<file path="config.mk">
export PLATFORM = sky130hd
export DESIGN_NAME = alu_writeback
export DESIGN_NICKNAME = d
export VERILOG_FILES = /design/src/rtl/alu_writeback_pkg.sv /design/src/rtl/alu_cond_eval.sv /design/src/rtl/alu_writeback.sv
export SDC_FILE = /design/constraint.sdc
export NUM_CORES = 1
export LEC_CHECK = 0
export BUFFER_PORTS_ARGS = -buffer_cell sky130_fd_sc_hd__buf_2
export CORE_MARGIN = 8
export CORE_UTILIZATION = 47
export DETAILED_ROUTE_END_ITERATION = 16
export MAX_ROUTING_LAYER = met4
export PLACE_DENSITY = 0.87
export SYNTH_ARGS = -nofsm -noshare
export SYNTH_HDL_FRONTEND = slang
export SYNTH_HIERARCHICAL = 1
export SYNTH_SLANG_ARGS = --single-unit
</file>
<file path="constraint.sdc">
create_clock -name clk_i -period 2.79 [get_ports clk_i]
set_input_delay 0.558 -clock clk_i [delete_from_list [all_inputs] [get_ports clk_i]]
set_output_delay 0.558 -clock clk_i [all_outputs]
set_load 0.02 [all_outputs]
</file>
<file path="src/rtl/alu_writeback_pkg.sv">
// rtl/alu_writeback_pkg.sv - shared opcodes, flag indices, condition codes and FSM states
package alu_writeback_pkg;

  // ALU operation codes as presented on ALUX
  localparam logic [3:0] ALU_MOV = 4'b0000;
  localparam logic [3:0] ALU_ADD = 4'b0001;
  localparam logic [3:0] ALU_SUB = 4'b0010;
  localparam logic [3:0] ALU_AND = 4'b0011;
  localparam logic [3:0] ALU_OR  = 4'b0100;
  localparam logic [3:0] ALU_XOR = 4'b0101;
  localparam logic [3:0] ALU_NOT = 4'b0110;
  localparam logic [3:0] ALU_SL  = 4'b0111;
  localparam logic [3:0] ALU_SR  = 4'b1000;
  localparam logic [3:0] ALU_ASR = 4'b1001;
  localparam logic [3:0] ALU_ROL = 4'b1010;
  localparam logic [3:0] ALU_ROR = 4'b1011;
  localparam logic [3:0] ALU_INC = 4'b1100;
  localparam logic [3:0] ALU_DEC = 4'b1101;
  localparam logic [3:0] ALU_CMP = 4'b1110;
  localparam logic [3:0] ALU_SEX = 4'b1111;

  // Architectural flag layout {P,S,C,Z}
  localparam int FLAGS_W = 4;
  localparam int FLAG_Z  = 0;
  localparam int FLAG_C  = 1;
  localparam int FLAG_S  = 2;
  localparam int FLAG_P  = 3;

  // Condition select encodings
  localparam logic [2:0] CC_ALWAYS = 3'b000;
  localparam logic [2:0] CC_Z      = 3'b001;
  localparam logic [2:0] CC_NZ     = 3'b010;
  localparam logic [2:0] CC_C      = 3'b011;
  localparam logic [2:0] CC_NC     = 3'b100;
  localparam logic [2:0] CC_S      = 3'b101;
  localparam logic [2:0] CC_NS     = 3'b110;
  localparam logic [2:0] CC_P      = 3'b111;

  typedef enum logic {
    WB_EMPTY = 1'b0,
    WB_FULL  = 1'b1
  } wb_state_e;

  // Only the add/subtract/shift-left family produces a meaningful carry
  function automatic logic op_writes_carry(input logic [3:0] op);
    return (op == ALU_ADD) || (op == ALU_SUB) || (op == ALU_SL);
  endfunction

endpackage

</file>
<file path="src/rtl/alu_cond_eval.sv">
// rtl/alu_cond_eval.sv - combinational condition-code evaluator shared with the branch unit
module alu_cond_eval
  import alu_writeback_pkg::*;
(
  input  logic [3:0] flags_i,
  input  logic [2:0] sel_i,
  output logic       true_o
);

  // Select the requested flag test
  always_comb begin
    true_o = 1'b0;
    case (sel_i)
      CC_ALWAYS: true_o = 1'b1;
      CC_Z:      true_o = flags_i[FLAG_Z];
      CC_NZ:     true_o = ~flags_i[FLAG_Z];
      CC_C:      true_o = flags_i[FLAG_C];
      CC_NC:     true_o = ~flags_i[FLAG_C];
      CC_S:      true_o = flags_i[FLAG_S];
      CC_NS:     true_o = ~flags_i[FLAG_S];
      CC_P:      true_o = flags_i[FLAG_P];
      default:   true_o = 1'b0;
    endcase
  end

endmodule

</file>
<file path="src/rtl/alu_writeback.sv">
// rtl/alu_writeback.sv - ALU result write-back register, flags, shadow flags and condition codes
module alu_writeback
  import alu_writeback_pkg::*;
#(
  parameter int DATA_W     = 16,
  parameter int REG_ADDR_W = 4
) (
  input  logic                  clk_i,
  input  logic                  reset_i,
  input  logic                  alu_valid_i,
  output logic                  alu_ready_o,
  input  logic [3:0]            alux_i,
  input  logic [DATA_W-1:0]     result_i,
  input  logic                  sign_i,
  input  logic                  carry_i,
  input  logic                  zero_i,
  input  logic                  parity_i,
  input  logic [REG_ADDR_W-1:0] dest_i,
  input  logic                  flags_en_i,
  output logic                  wb_valid_o,
  input  logic                  wb_ready_i,
  output logic [DATA_W-1:0]     wb_data_o,
  output logic [REG_ADDR_W-1:0] wb_addr_o,
  output logic [3:0]            flags_o,
  input  logic                  flags_save_i,
  input  logic                  flags_restore_i,
  input  logic                  cc_req_i,
  input  logic [2:0]            cc_sel_i,
  output logic                  cc_valid_o,
  output logic                  cc_true_o
);

  wb_state_e             state_q;
  logic [DATA_W-1:0]     wb_data_q;
  logic [REG_ADDR_W-1:0] wb_addr_q;
  logic [FLAGS_W-1:0]    flags_q, flags_d;
  logic [FLAGS_W-1:0]    shadow_q, shadow_d;
  logic                  cc_valid_q, cc_true_q;
  logic                  cc_eval;
  logic                  accept;
  logic                  is_cmp;

  // A full entry can be refilled in the same cycle the register file drains it
  assign alu_ready_o = (state_q == WB_EMPTY) | wb_ready_i;
  assign accept      = alu_valid_i & alu_ready_o;
  assign is_cmp      = (alux_i == ALU_CMP);

  // Write-back entry FSM; compares update flags only and never occupy the entry
  always_ff @(posedge clk_i) begin
    if (reset_i) begin
      state_q   <= WB_EMPTY;
      wb_data_q <= '0;
      wb_addr_q <= '0;
    end else begin
      case (state_q)
        WB_EMPTY: begin
          if (accept && !is_cmp) begin
            state_q   <= WB_FULL;
            wb_data_q <= result_i;
            wb_addr_q <= dest_i;
          end
        end
        WB_FULL: begin
          if (accept && !is_cmp) begin
            wb_data_q <= result_i;
            wb_addr_q <= dest_i;
          end else if (wb_ready_i) begin
            state_q <= WB_EMPTY;
          end
        end
        default: state_q <= WB_EMPTY;
      endcase
    end
  end

  // Next flags: ALU update, then restore overrides; save always sees the pre-edge flags
  always_comb begin
    flags_d  = flags_q;
    shadow_d = shadow_q;
    if (accept && flags_en_i) begin
      flags_d[FLAG_Z] = zero_i;
      flags_d[FLAG_S] = sign_i;
      flags_d[FLAG_P] = parity_i;
      if (op_writes_carry(alux_i)) begin
        flags_d[FLAG_C] = carry_i;
      end
    end
    if (flags_restore_i) begin
      flags_d = shadow_q;
    end
    if (flags_save_i) begin
      shadow_d = flags_q;
    end
  end

  // Conditions are evaluated on the bypassed next flags so a same-cycle compare is visible
  alu_cond_eval u_cond_eval (
    .flags_i (flags_d),
    .sel_i   (cc_sel_i),
    .true_o  (cc_eval)
  );

  // Flag, shadow and condition-result registers
  always_ff @(posedge clk_i) begin
    if (reset_i) begin
      flags_q    <= '0;
      shadow_q   <= '0;
      cc_valid_q <= 1'b0;
      cc_true_q  <= 1'b0;
    end else begin
      flags_q    <= flags_d;
      shadow_q   <= shadow_d;
      cc_valid_q <= cc_req_i;
      if (cc_req_i) begin
        cc_true_q <= cc_eval;
      end
    end
  end

  assign wb_valid_o = (state_q == WB_FULL);
  assign wb_data_o  = wb_data_q;
  assign wb_addr_o  = wb_addr_q;
  assign flags_o    = flags_q;
  assign cc_valid_o = cc_valid_q;
  assign cc_true_o  = cc_true_q;

endmodule

</file>
==> Word-level counts from Yosys, hierarchy flattened <==
Index checks and enable logic that the tools add are counted.
{ "word_totals": {"input_bits": 39, "ff_bits": 31, "output_inout_bits": 28, "n_memories": 0, "mem_bits_ro": 0, "elab_cells": 40, "latchBits": 0, "ram_bits": 0} }
{ "classes": {"n_shift": 0, "n_bitwise": 6, "mul": 0, "mux": 10, "n_lt_le_gt_ge": 0, "n_addsub": 0, "n_reduce_logical": 6, "n_eq_ne": 11, "div": 0} }
{ "ops": {"columns": ["cell", "n"], "rows": [
  ["16-bit two-way mux", 1],
  ["3-bit == test (second input constant)", 4],
  ["4-bit two-way mux", 3],
  ["1-bit case mux with 8 select lines", 1],
  ["3-bit by 2-bit == test with 1-bit output (second input constant)", 2],
  ["4-bit by 1-bit == test with 1-bit output (second input constant)", 1],
  ["4-bit by 2-bit == test with 1-bit output (second input constant)", 1],
  ["4-bit by 3-bit == test with 1-bit output (second input constant)", 1],
  ["4-bit == test (second input constant)", 1],
  ["1-bit two-way mux", 4],
  ["1-bit inverter", 4],
  ["3-bit by 1-bit == test with 1-bit output (second input constant)", 1],
  ["3-bit zero test", 1],
  ["1-bit logical AND", 2],
  ["1-bit logical OR", 2],
  ["1-bit case mux with 2 select lines", 1],
  ["1-bit AND", 1],
  ["1-bit zero test", 1],
  ["1-bit OR", 1]
]} }

==> Depth between registers and ports, before layout <==
Gate-level depths: netlist of the first run.
{ "depth": {"depth_word": 8, "depth_mapped": 10, "depth_no_buf": 9} }

==> Cells and area by module <==
The synthesis of the first run kept the hierarchy.
{ "by_module_without_submodules": {"columns": ["mod", "seq_area_each_um2", "area_each_um2", "cells_each", "instances"], "rows": [
  ["alu_writeback", 620.6, 1206.2, 118, 1],
  ["alu_cond_eval", 0.0, 63.8, 9, 1]
]} }

==> Least setup slack after synthesis of the first run <==
OpenSTA, ideal clock, no wires.
{ "synth_path": {"kind": "input-to-reg", "start": "input wb_ready_i", "end": "register cc_true_q (netlist: cc_true_o)", "path_stages": 10, "t_arrival_ns": 1.889, "n_path_buf": 1, "setup_ns": 0.128, "t_required_ns": 2.662, "path_slack_ns": 0.774, "cell_sequence": "nand2b_4 -> and3_1 -> buf_2 -> mux2i_1 -> a21oi_1 -> nand2b_1 -> a41oi_1 -> o211ai_1 -> mux2i_1 -> nor2_1"} }
{ "synth_via": {"word_cells_on_any_way": 9, "cone_classes": "mux: 3; bitwise: 5; reduce/logical: 1"} }
{ "synth_rtl": {"columns": ["element", "line_no", "source"], "rows": [
  ["start, declared", "alu_writeback.sv:21", "input logic wb_ready_i,"],
  ["1-bit OR", "alu_writeback.sv:44", "assign alu_ready_o = (state_q == WB_EMPTY) | wb_ready_i;"],
  ["1-bit AND", "alu_writeback.sv:45", "assign accept = alu_valid_i & alu_ready_o;"],
  ["1-bit logical AND", "alu_writeback.sv:80", "if (accept && flags_en_i) begin"],
  ["4-bit two-way mux", "alu_writeback.sv:80", null],
  ["4-bit two-way mux", "alu_writeback.sv:88", "if (flags_restore_i) begin"],
  ["via flags_d[3]", "alu_writeback.sv:36", "logic [FLAGS_W-1:0] flags_q, flags_d;"],
  ["1-bit case mux with 8 select lines", "alu_cond_eval.sv:13", "case (sel_i)"],
  ["via cc_eval", "alu_writeback.sv:39", "logic cc_eval;"],
  ["end signal, assigned", "alu_writeback.sv:115", "cc_true_q <= cc_eval;"],
  ["end, declared", "alu_writeback.sv:38", "logic cc_valid_q, cc_true_q;"]
]} }
The timed path passes the listed nets, and every way through them passes these cells.
A chain may end at the register's enable or synchronous reset.

==> Worst setup path in the final report of the first run <==
Ends and elaborated chain as after synthesis.

==> impl_metrics.py, run 1 <==
metrics = {
    "pwr": {
        "clockPowerShare": 0.349,
        "p_leak_uw": 0.000899,
        "p_sw_frac": 0.255,
        "comb_power_share": 0.176,
        "switchingPower_uw": 260,
        "ir_drop_uv": 442,
        "p_seq_frac": 0.474,
        "power_density_mw_per_mm2": 602,
        "p_int_uw": 760,
    },
    "detailed_routing": {
        "wl_per_cell_microns": 13.3,
        "dr.pass1.iters": 4,
        "first_iter_violations": 43,
        "wirelength_microns": 2990,
        "drtAntennaViolNets": 0,
        "drc": 0,
        "num_vias": 1112,
        "vias_per_cell": 4.94,
    },
    "clock_network": {
        "cts_tree": "built",
        "post_cts_buffers": 0,
        "cts_hold_buffers": 0,
        "cts_resized": 0,
        "clockRootBuffer": "clkbuf_4",
        "cts_buffer_depth": 2,
        "path_clk_slew_ns": 0.10,
        "numCtsBuffers": 5,
        "clock_latency_ns": 0.31,
        "cts_sinks": 31,
        "htree_levels": 2,
    },
    "timing": {
        "hold_violations": 0,
        "fin_crit_sh": 0.652,
        "final-setup-viol-count": 0,
        "slew_headroom": 0.630,
        "skew_ns": 0.00336,
        "timing.fmax_ghz": 0.549,
        "tns_ns": 0,
        "min_period_ns": 1.82,
        "final_max_slew_viol_count": 0,
        "rsz0062_at_grt": "false",
        "whs_ns": 0.475,
        "tightest_slew_ns": 0.555,
    },
    "min_path": {
        "holdPathEnd": "wb_data_o[13]",
        "worstHoldPathType": "in -> reg",
        "hp-start": "result_i[13]",
        "min_path_cells": 3,
    },
    "synthesis": {
        "syn_nets": 166,
        "syn_area_sq_mm": 0.00127,
        "synth_cell_type_count": 26,
        "ys_seq_area_frac": 0.489,
        "yosysTopAreaCell": "dfxtp_1",
        "syn_avg_cell_area_sq_um": 10.0,
        "yosys_warnings": 6,
        "postSynthCellCount": 127,
        "ys_ff_latch": 31,
        "netlist.area_leader.share": 0.489,
        "synthTopCellsByArea": "dfxtp_1 49%, mux2i_1 22%, nor2_1 8.9%",
    },
    "grt": {
        "gr-total-overflow": 0,
        "grt_max_degree": 32,
        "grt_pass1_vias": 1136,
        "antenna_found_initial": 0,
        "grt_pass1_wl_microns": 4870,
        "grtUsageTotal": 0.140,
    },
    "floorplan": {
        "die_h_microns": 68.0,
        "dieArea_sq_mm": 0.00462,
        "die_x_microns": 68.0,
        "io_pins": 67,
        "start_util": 0.477,
        "core_sq_mm": 0.00266,
        "rows": 19,
    },
    "critical_path": {
        "crit_arrival_ns": 2.01,
        "end_kind": "register",
        "setup.worst_path.start_class": "input port",
        "reg2reg_depth": 9,
        "cp.required_ns": 2.98,
        "critPathMaxFanout": 5,
        "r2r_slack_ns": 0.99,
        "r2r_start": "wb_valid_o",
        "r2r-end": "cc_true_o",
        "setup.worst_path.class": "in -> reg",
    },
    "placement": {
        "hpwlAfterDp_microns": 2320,
        "io_buffers": 66,
        "numPlacedInstances": 217,
        "gp_congestion": 0.714,
    },
    "final_layout": {
        "fin_nets": 232,
        "final_common_cell": "buf_2",
        "syn_to_final_growth_pct": 33.4,
        "antenna_cells": 0,
        "layout_common_cells": "66 x buf_2, 31 x dfxtp_1, 30 x nor2_1",
        "fillerInstances": 258,
        "fin_cells": 225,
        "drive_gt1_frac": 0.402,
    },
    "job": {
        "max_cap_violations": 0,
    },
    "outcome": {
        "status": "complete, no violations",
    },
}
state kept, by name (all words and copies together) (netlist names):
signal and cells:
flags_o 4, cc_valid_o 1, wb_addr_o 4, cc_true_o 1, shadow_q 4, wb_data_o 16
wb_valid_o 1
synthesized netlist by cell type (all sizes together):
| cell | number |
|---|---|
| dfxtp | 31 |
| nor2 | 30 |
| mux2i | 28 |
| a21oi | 6 |
| a211oi | 4 |
| buf | 4 |
| clkbuf | 4 |
| nand2b | 3 |
| inv | 2 |
| nand3 | 2 |
| nor2b | 2 |
| a211o | 1 |
| a31oi | 1 |
| a41oi | 1 |
| and3 | 1 |
| and4b | 1 |
| nand4b | 1 |
| nor3b | 1 |
| o211ai | 1 |
| o31ai | 1 |
| o41a | 1 |
| xnor2 | 1 |
cell type report:
class / instances / area, sq um / share of cell area
Clock buffer: 6 / 51.3 / 0.0303
Clock inverter: 2 / 35.0 / 0.0207
Inverter: 2 / 7.51 / 0.00443
Multi-Input combinational cell: 86 / 603 / 0.356
Sequential cell: 31 / 621 / 0.366
Tap cell: 31 / 38.8 / 0.0229
Timing Repair Buffer: 67 / 338 / 0.199
critical path: stages:
cell and delay [ns]:
buf_2 0.08, nand2b_4 0.13, and3_1 0.26, mux2i_1 0.24, a21oi_1 0.08, nand2b_1 0.15, a41oi_1 0.22, o211ai_1 0.11
mux2i_1 0.14, nor2_1 0.05
kinds of logic (layout without fill, tap and decap cells):
kind of cell    Yosys count  after routing  share of synthesized area
compound gates           16             16                     0.0867
xor+xnor                  1              1                    0.00690
buf+inv                  10             77                     0.0364
flops                    31             31                      0.489
mux                      28             28                      0.221
simple gates             41             41                      0.161
layer usage:
layer,track usage,share of wire
met1,0.129,0.40
met2,0.261,0.54
met3,0.0442,0.049
met4,0.0537,0.011
met5,-,0
worst max-delay path by stage:
stage | from | end | slack (ns) | depth (start not counted)
detailed placement | wb_ready_i | cc_true_o | 0.64 | 10
floorplan | wb_ready_i | cc_true_o | 0.77 | 10
global placement | wb_ready_i | cc_true_o | 0.68 | 10
global route | wb_valid_o | cc_true_o | 0.76 | 9
finish | wb_ready_i | cc_true_o | 0.97 | 10
CTS | wb_valid_o | cc_true_o | 0.98 | 9
power groups by stage:
stage	Sequential (uW)	Clock (uW)	Combinational, uW
global placement	493	0	180
finish	484	356	180
CTS	484	368	183
detailed placement	494	0	182
global route	488	397	198
floorplan	525	0	83.5
metrics by stage:
step           instance area, sq um  utilization  worst slack [ns]  power [uW]
3_5_place_dp                   1610        0.604             0.637         676
5_1_grt                        1690        0.636             0.758        1080
2_1_floorplan                  1270            -             0.774         609
4_1_cts                        1690        0.636             0.981        1030
3_3_place_gp                   1610        0.604             0.681         673
6_report                       1690        0.636             0.970        1020
Note: power is estimated with default switching activity, not from simulation.
==> run 2: changes to the inputs <==
--- a/config.mk
+++ b/config.mk
@@ -5,12 +5,13 @@
 export SDC_FILE = /design/constraint.sdc
 export NUM_CORES = 1
 export LEC_CHECK = 0
+export ABC_AREA = 1
 export BUFFER_PORTS_ARGS = -buffer_cell sky130_fd_sc_hd__buf_2
 export CORE_MARGIN = 8
-export CORE_UTILIZATION = 47
+export CORE_UTILIZATION = 40
 export DETAILED_ROUTE_END_ITERATION = 16
 export MAX_ROUTING_LAYER = met4
-export PLACE_DENSITY = 0.87
+export PLACE_DENSITY = 0.78
 export SYNTH_ARGS = -nofsm -noshare
 export SYNTH_HDL_FRONTEND = slang
 export SYNTH_HIERARCHICAL = 1
==> constraint.sdc (replaced) <==
create_clock -name clk_i -period 1.5 [get_ports clk_i]
set_input_delay 0.3 -clock clk_i [delete_from_list [all_inputs] [get_ports clk_i]]
set_output_delay 0.3 -clock clk_i [all_outputs]
set_load 0.02 [all_outputs]
==> impl_metrics.py, run 2 <==
metrics = {
    "critical_path": {
        "r2r_start": "wb_valid_o",
        "reg2reg_depth": 15,
        "setup.worst_path.class": "reg -> reg",
        "r2r_slack_ns": 0.05,
        "crit_arrival_ns": 1.70,
        "crit_family": "simple AND/OR/NAND/NOR gates",
        "timing.critical_path.mode_cell": "nand2_1",
        "cp.required_ns": 1.75,
        "cpPeakStageDelay_ns": 0.34,
        "path_cells": "nand2_4 -> nand2_4 -> nor2_4 -> inv_2 -> nand2_1 -> nand2_1 -> nand2_2 -> nand2_2 -> inv_1 -> nand2_1 -> nand3_2 -> nand3_1 -> nand2_1 -> nand2_1 -> a21oi_1",
        "critPathMaxFanout": 6,
        "critPathSlowestCell": "dfxtp_2",
        "setup.worst_path.start_class": "register",
        "path_buf_inv": 2,
        "end_kind": "register",
        "r2r-end": "cc_true_o",
    },
    "timing": {
        "rsz0062_at_grt": "true",
        "min_period_ns": 1.45,
        "tightest_slew_ns": 0.317,
        "final-setup-viol-count": 0,
        "whs_ns": 0.214,
        "fin_crit_sh": 0.965,
        "slew_headroom": 0.788,
        "hold_violations": 0,
        "final_max_slew_viol_count": 0,
        "skew_ns": 0.00787,
        "timing.fmax_ghz": 0.691,
    },
    "placement": {
        "dpl_cell_area_sq_mm": 0.00172,
        "hpwlAfterDp_microns": 2650,
        "io_buffers": 66,
        "gp_congestion": 0.906,
    },
    "synthesis": {
        "synth_edf_count": 0,
        "ys_seq_area_frac": 0.457,
        "synth_top_family_by_area": "simple AND/OR/NAND/NOR gates",
        "yosys_warnings": 6,
        "yosysTopAreaCell": "dfxtp_1",
        "yosys.area_share.xor_xnor": 0,
        "syn_avg_cell_area_sq_um": 7.19,
        "netlist_top_cells_count": "82 x nand2_1, 31 x dfxtp_1, 21 x a21oi_1",
        "netlist.area_leader.share": 0.457,
        "ys_ff_latch": 31,
        "synth_cell_type_count": 18,
        "yosysMostFrequentCell": "nand2_1",
        "ys_async_sr_fraction": 0,
        "synth-simple-area-share": 0.314,
        "synthTopCellsByArea": "dfxtp_1 46%, nand2_1 23%, a21oi_1 7.7%",
        "syn_area_sq_mm": 0.00136,
        "synth_fa_ha_area_frac": 0,
        "synth_mux_area_frac": 0,
        "syn_nets": 228,
        "synth_compound_area_frac": 0.141,
        "postSynthCellCount": 189,
        "synth_flop_cell": "dfxtp_1",
    },
    "job": {
        "max_cap_violations": 0,
    },
    "floorplan": {
        "io_pins": 67,
        "die_x_microns": 74.3,
        "core_sq_mm": 0.00331,
        "start_util": 0.410,
        "dieArea_sq_mm": 0.00552,
        "die_h_microns": 74.3,
        "rows": 21,
    },
    "grt": {
        "grtUsageTotal": 0.133,
        "grt_pass1_vias": 1278,
        "gr-total-overflow": 0,
        "grt_pass1_wl_microns": 5580,
        "antenna_found_initial": 0,
        "grt_max_degree": 21,
    },
    "clock_network": {
        "cts_sinks": 31,
        "cts_tree": "built",
        "cts_buffer_depth": 2,
        "clockRootBuffer": "clkbuf_4",
        "path_clk_slew_ns": 0.09,
        "cts_hold_buffers": 0,
        "htree_levels": 2,
        "clock_latency_ns": 0.32,
        "numCtsBuffers": 5,
    },
    "detailed_routing": {
        "wl_per_cell_microns": 11.3,
        "dr.pass1.iters": 4,
        "wirelength_microns": 3450,
        "vias_per_cell": 4.54,
        "first_iter_violations": 79,
        "drc": 0,
        "num_vias": 1385,
        "drtAntennaViolNets": 0,
    },
    "pwr": {
        "p_leak_uw": 0.000916,
        "power_density_mw_per_mm2": 925,
        "ir_drop_uv": 550,
    },
    "min_path": {
        "worstHoldPathType": "in -> reg",
        "hp-start": "cc_req_i",
        "holdPathEnd": "cc_valid_o",
        "min_path_cells": 3,
    },
    "final_layout": {
        "layout_common_cells": "79 x nand2_1, 66 x buf_2, 30 x dfxtp_1",
        "antenna_cells": 0,
        "syn_to_final_growth_pct": 32.3,
        "final_cell_area_sq_mm": 0.00180,
        "drive_gt1_frac": 0.386,
        "largest_reg_flops": 16,
        "final_common_cell": "nand2_1",
        "fin_nets": 297,
    },
    "outcome": {
        "status": "complete, no violations",
    },
}
-- run 2: cell count changes in the layout (fill, tap and decap cells not counted), moves of 3 or more --
cell / change
nand2_2: +4
a211oi_1: -3
a21oi_1: +15
nor2_1: -26
a21oi_2: +9
inv_1: +10
inv_2: +6
nand3_1: +7
nand2_1: +79
mux2i_1: -28
-- run 2: how the worst max path moves through the flow --
stage,cells after the start,slack (ns),to,startpoint
global placement,16,0.005,cc_true_o,wb_ready_i
finish,15,0.05,cc_true_o,wb_valid_o
floorplan,15,0.02,cc_true_o,wb_valid_o
global route,15,-0.09,cc_true_o,wb_valid_o
CTS,15,0.04,cc_true_o,wb_valid_o
detailed placement,17,-0.03,cc_true_o,wb_ready_i
-- run 2: worst register-to-register path, delay by kind of cell, from the launching register on --
family | cells | cell delay [ns]
and+or+nand+nor | 12 | 0.82
DFF | 1 | 0.34
AOI/OAI and AO/OA | 1 | 0.11
buffers and inverters | 2 | 0.11
-- run 2: final cells by class --
| cell class | instances | area, sq um |
|---|---|---|
| Clock buffer | 7 | 45.0 |
| Fill cell | 349 | 1510 |
| Clock inverter | 1 | 5.00 |
| Sequential cell | 31 | 622 |
| Inverter | 18 | 67.6 |
| Timing Repair Buffer | 69 | 365 |
| Multi-Input combinational cell | 133 | 636 |
| Tap cell | 46 | 57.6 |
-- run 2: cell families after synthesis --
logic type,after synthesis
DFF,31
AOI/OAI and AO/OA,31
and+or+nand+nor,102
buffers and inverters,25
-- run 2: power breakdown --
| group | internal [uW] | total [uW] | switching [uW] |
|---|---|---|---|
| clock | 182 | 447 | 265 |
| sequential | 867 | 888 | 21.5 |
| combinational | 125 | 327 | 202 |
| total | 1170 | 1660 | 488 |
-- run 2: timing repair --
item                                    CTS  global route
endpoints found under the setup margin    0             1
resized for setup                         0             8
setup buffers                             0             1
-- run 2: routing by layer --
layer / track usage / share of wire
met2: 0.192 / 0.46
met3: 0.0553 / 0.084
met1: 0.163 / 0.46
met5: - / 0
met4: 0.0457 / 0.0041
-- run 2: per-stage QoR --
step           power [uW]  cells   util  TNS, ns  worst slack, ns
2_1_floorplan        1110    189      -        0           0.0157
3_3_place_gp         1230    296  0.520        0          0.00548
3_5_place_dp         1230    296  0.520  -0.0325          -0.0325
4_1_cts              1690    304  0.535        0           0.0436
5_1_grt              1770    305  0.543  -0.0945          -0.0945
6_report             1660    305  0.543        0           0.0527
==> run 3: changes to the inputs <==
--- a/config.mk
+++ b/config.mk
@@ -12,6 +12,7 @@
 export DETAILED_ROUTE_END_ITERATION = 16
 export MAX_ROUTING_LAYER = met4
 export PLACE_DENSITY = 0.78
+export SETUP_SLACK_MARGIN = 0.3
 export SYNTH_ARGS = -nofsm -noshare
 export SYNTH_HDL_FRONTEND = slang
 export SYNTH_HIERARCHICAL = 1
==> impl_metrics.py, run 3 (synthesized netlist as in run 2, its figures left out) <==
metrics = {
    "floorplan": {
        "io_pins": 67,
        "die_h_microns": 74.3,
        "die_x_microns": 74.3,
        "rows": 21,
        "core_sq_mm": 0.00331,
        "start_util": 0.410,
        "dieArea_sq_mm": 0.00552,
    },
    "detailed_routing": {
        "dr.pass1.iters": 4,
        "drtAntennaViolNets": 0,
        "num_vias": 1368,
        "wl_per_cell_microns": 11.8,
        "wirelength_microns": 3580,
        "drc": 0,
        "vias_per_cell": 4.50,
        "first_iter_violations": 52,
    },
    "pwr": {
        "power_density_mw_per_mm2": 1030,
        "p_leak_uw": 0.000937,
        "ir_drop_uv": 525,
    },
    "clock_network": {
        "cts_buffer_depth": 2,
        "cts_tree": "built",
        "clockRootBuffer": "clkbuf_4",
        "htree_levels": 2,
        "cts_hold_buffers": 0,
        "post_cts_buffers": 0,
        "numCtsBuffers": 5,
        "path_clk_slew_ns": 0.10,
        "cts_sinks": 31,
        "clock_latency_ns": 0.32,
    },
    "final_layout": {
        "final_cell_area_sq_mm": 0.00186,
        "antenna_cells": 0,
        "largest_reg_flops": 16,
        "register_area_sq_um": 624,
        "final_common_cell": "nand2_1",
        "fin_nets": 296,
        "drive_gt1_frac": 0.403,
        "fillerInstances": 357,
        "multiInputGateArea_sq_um": 639,
        "layout_common_cells": "79 x nand2_1, 63 x buf_2, 28 x dfxtp_1",
        "syn_to_final_growth_pct": 36.7,
    },
    "timing": {
        "final-setup-viol-count": 0,
        "slew_headroom": 0.754,
        "tightest_slew_ns": 0.369,
        "fin_crit_sh": 0.964,
        "rsz0062_at_grt": "true",
        "hold_violations": 0,
        "timing.fmax_ghz": 0.692,
        "final_max_slew_viol_count": 0,
        "min_period_ns": 1.45,
        "tns_ns": 0,
        "skew_ns": 0.00258,
    },
    "critical_path": {
        "endpoint": "cc_true_o",
        "cp.required_ns": 1.76,
        "crit_family": "simple AND/OR/NAND/NOR gates",
        "cpPeakStageDelay_ns": 0.35,
        "reg2reg_depth": 15,
        "critPathLaunch": "wb_valid_o",
        "r2r_start": "wb_valid_o",
        "path_cells": "nand2_4 -> nand2_4 -> nor2_4 -> inv_2 -> nand2_1 -> nand2_1 -> nand2_2 -> nand2_1 -> inv_2 -> nand2_1 -> nand3_1 -> nand3_1 -> nand2_1 -> nand2_1 -> a21oi_2",
        "path_depth": 15,
        "end_kind": "register",
        "crit_arrival_ns": 1.71,
        "r2r_slack_ns": 0.05,
        "critPathMaxFanout": 6,
        "setup.worst_path.start_class": "register",
        "timing.critical_path.mode_cell": "nand2_1",
        "setup.worst_path.class": "reg -> reg",
        "r2r-end": "cc_true_o",
        "path_buf_inv": 2,
        "critPathSlowestCell": "dfxtp_2",
    },
    "outcome": {
        "status": "complete, no violations",
    },
    "placement": {
        "dpl_cell_area_sq_mm": 0.00172,
        "gp_congestion": 0.865,
        "hpwlAfterDp_microns": 2710,
        "io_buffers": 66,
    },
    "grt": {
        "grt_max_degree": 21,
        "antenna_found_initial": 0,
        "grtUsageTotal": 0.130,
        "gr-total-overflow": 0,
        "grt_pass1_vias": 1355,
        "grt_pass1_wl_microns": 5510,
    },
    "job": {
        "max_cap_violations": 0,
    },
    "min_path": {
        "worstHoldPathType": "in -> reg",
    },
}
## run 3: changes by cell type in the layout (fill, tap and decap cells not counted)
cell	delta
buf_2	-3
inv_2	-1
clkbuf_1	-2
bufinv_16	+1
buf_4	+1
buf_12	+1
dfxtp_1	-2
inv_6	+1
a21oi_1	-1
clkbuf_8	+1
a21oi_2	+1
dfxtp_2	+2
## run 3: worst min path at each step
stage	to	slack, ns	start	cells after the start
global placement	wb_data_o[0]	0.45	wb_data_o[0]	2
floorplan	shadow_q[1]	0.38	reset_i	1
global route	wb_data_o[14]	0.21	result_i[14]	3
detailed placement	wb_data_o[15]	0.45	wb_data_o[15]	2
finish	wb_addr_o[1]	0.21	dest_i[1]	3
CTS	wb_addr_o[1]	0.20	dest_i[1]	3
## run 3: routing by layer
layer	vias to the layer above	global-route usage	share of wire
met3	7	0.0364	0.059
li1	729	-	-
met4	0	0.0565	0.020
met2	51	0.201	0.47
met5	-	-	0
met1	581	0.153	0.45
## run 3: layout make-up
| class | instances | share of cell area |
|---|---|---|
| well taps | 46 | 0.0310 |
| clock inverters | 2 | 0.0189 |
| clock buffers | 6 | 0.0276 |
| multi-input cells | 133 | 0.344 |
| flip-flops and latches | 31 | 0.336 |
| repair buffers | 68 | 0.203 |
| inverters | 18 | 0.0391 |
## run 3: what timing repair did
item | CTS | global route
endpoints found under the setup margin | 3 | 26
resized for setup | 3 | 16
pin swaps | 3 | 2
## run 3: stage by stage
stage	total power, uW	setup slack (ns)	util	cells	hold slack, ns
final	1900	0.0541	0.561	304	0.213
after global placement	1230	-0.0153	0.520	296	0.449
after detailed placement	1230	-0.0588	0.520	296	0.452
after floorplan	1110	0.0933	-	189	0.378
after global routing	2000	-0.122	0.561	304	0.206
after CTS	1910	0.0215	0.549	304	0.200
## run 3: power by group
part / switching (uW) / leakage (uW) / internal, uW
logic: 207 / 0.000633 / 132
clock network: 283 / 0.0000482 / 394
registers: 21.8 / 0.000256 / 867
total: 511 / 0.000937 / 1390
## run 3: worst reg2reg max path, cell delays in order (launching register included)
cell     delay [ns]
dfxtp_2        0.35
nand2_4        0.07
nand2_4        0.06
nor2_4         0.15
inv_2          0.06
nand2_1        0.06
nand2_1        0.06
nand2_2        0.07
nand2_1        0.06
inv_2          0.05
nand2_1        0.05
nand3_1        0.06
nand3_1        0.07
nand2_1        0.06
nand2_1        0.05
a21oi_2        0.11
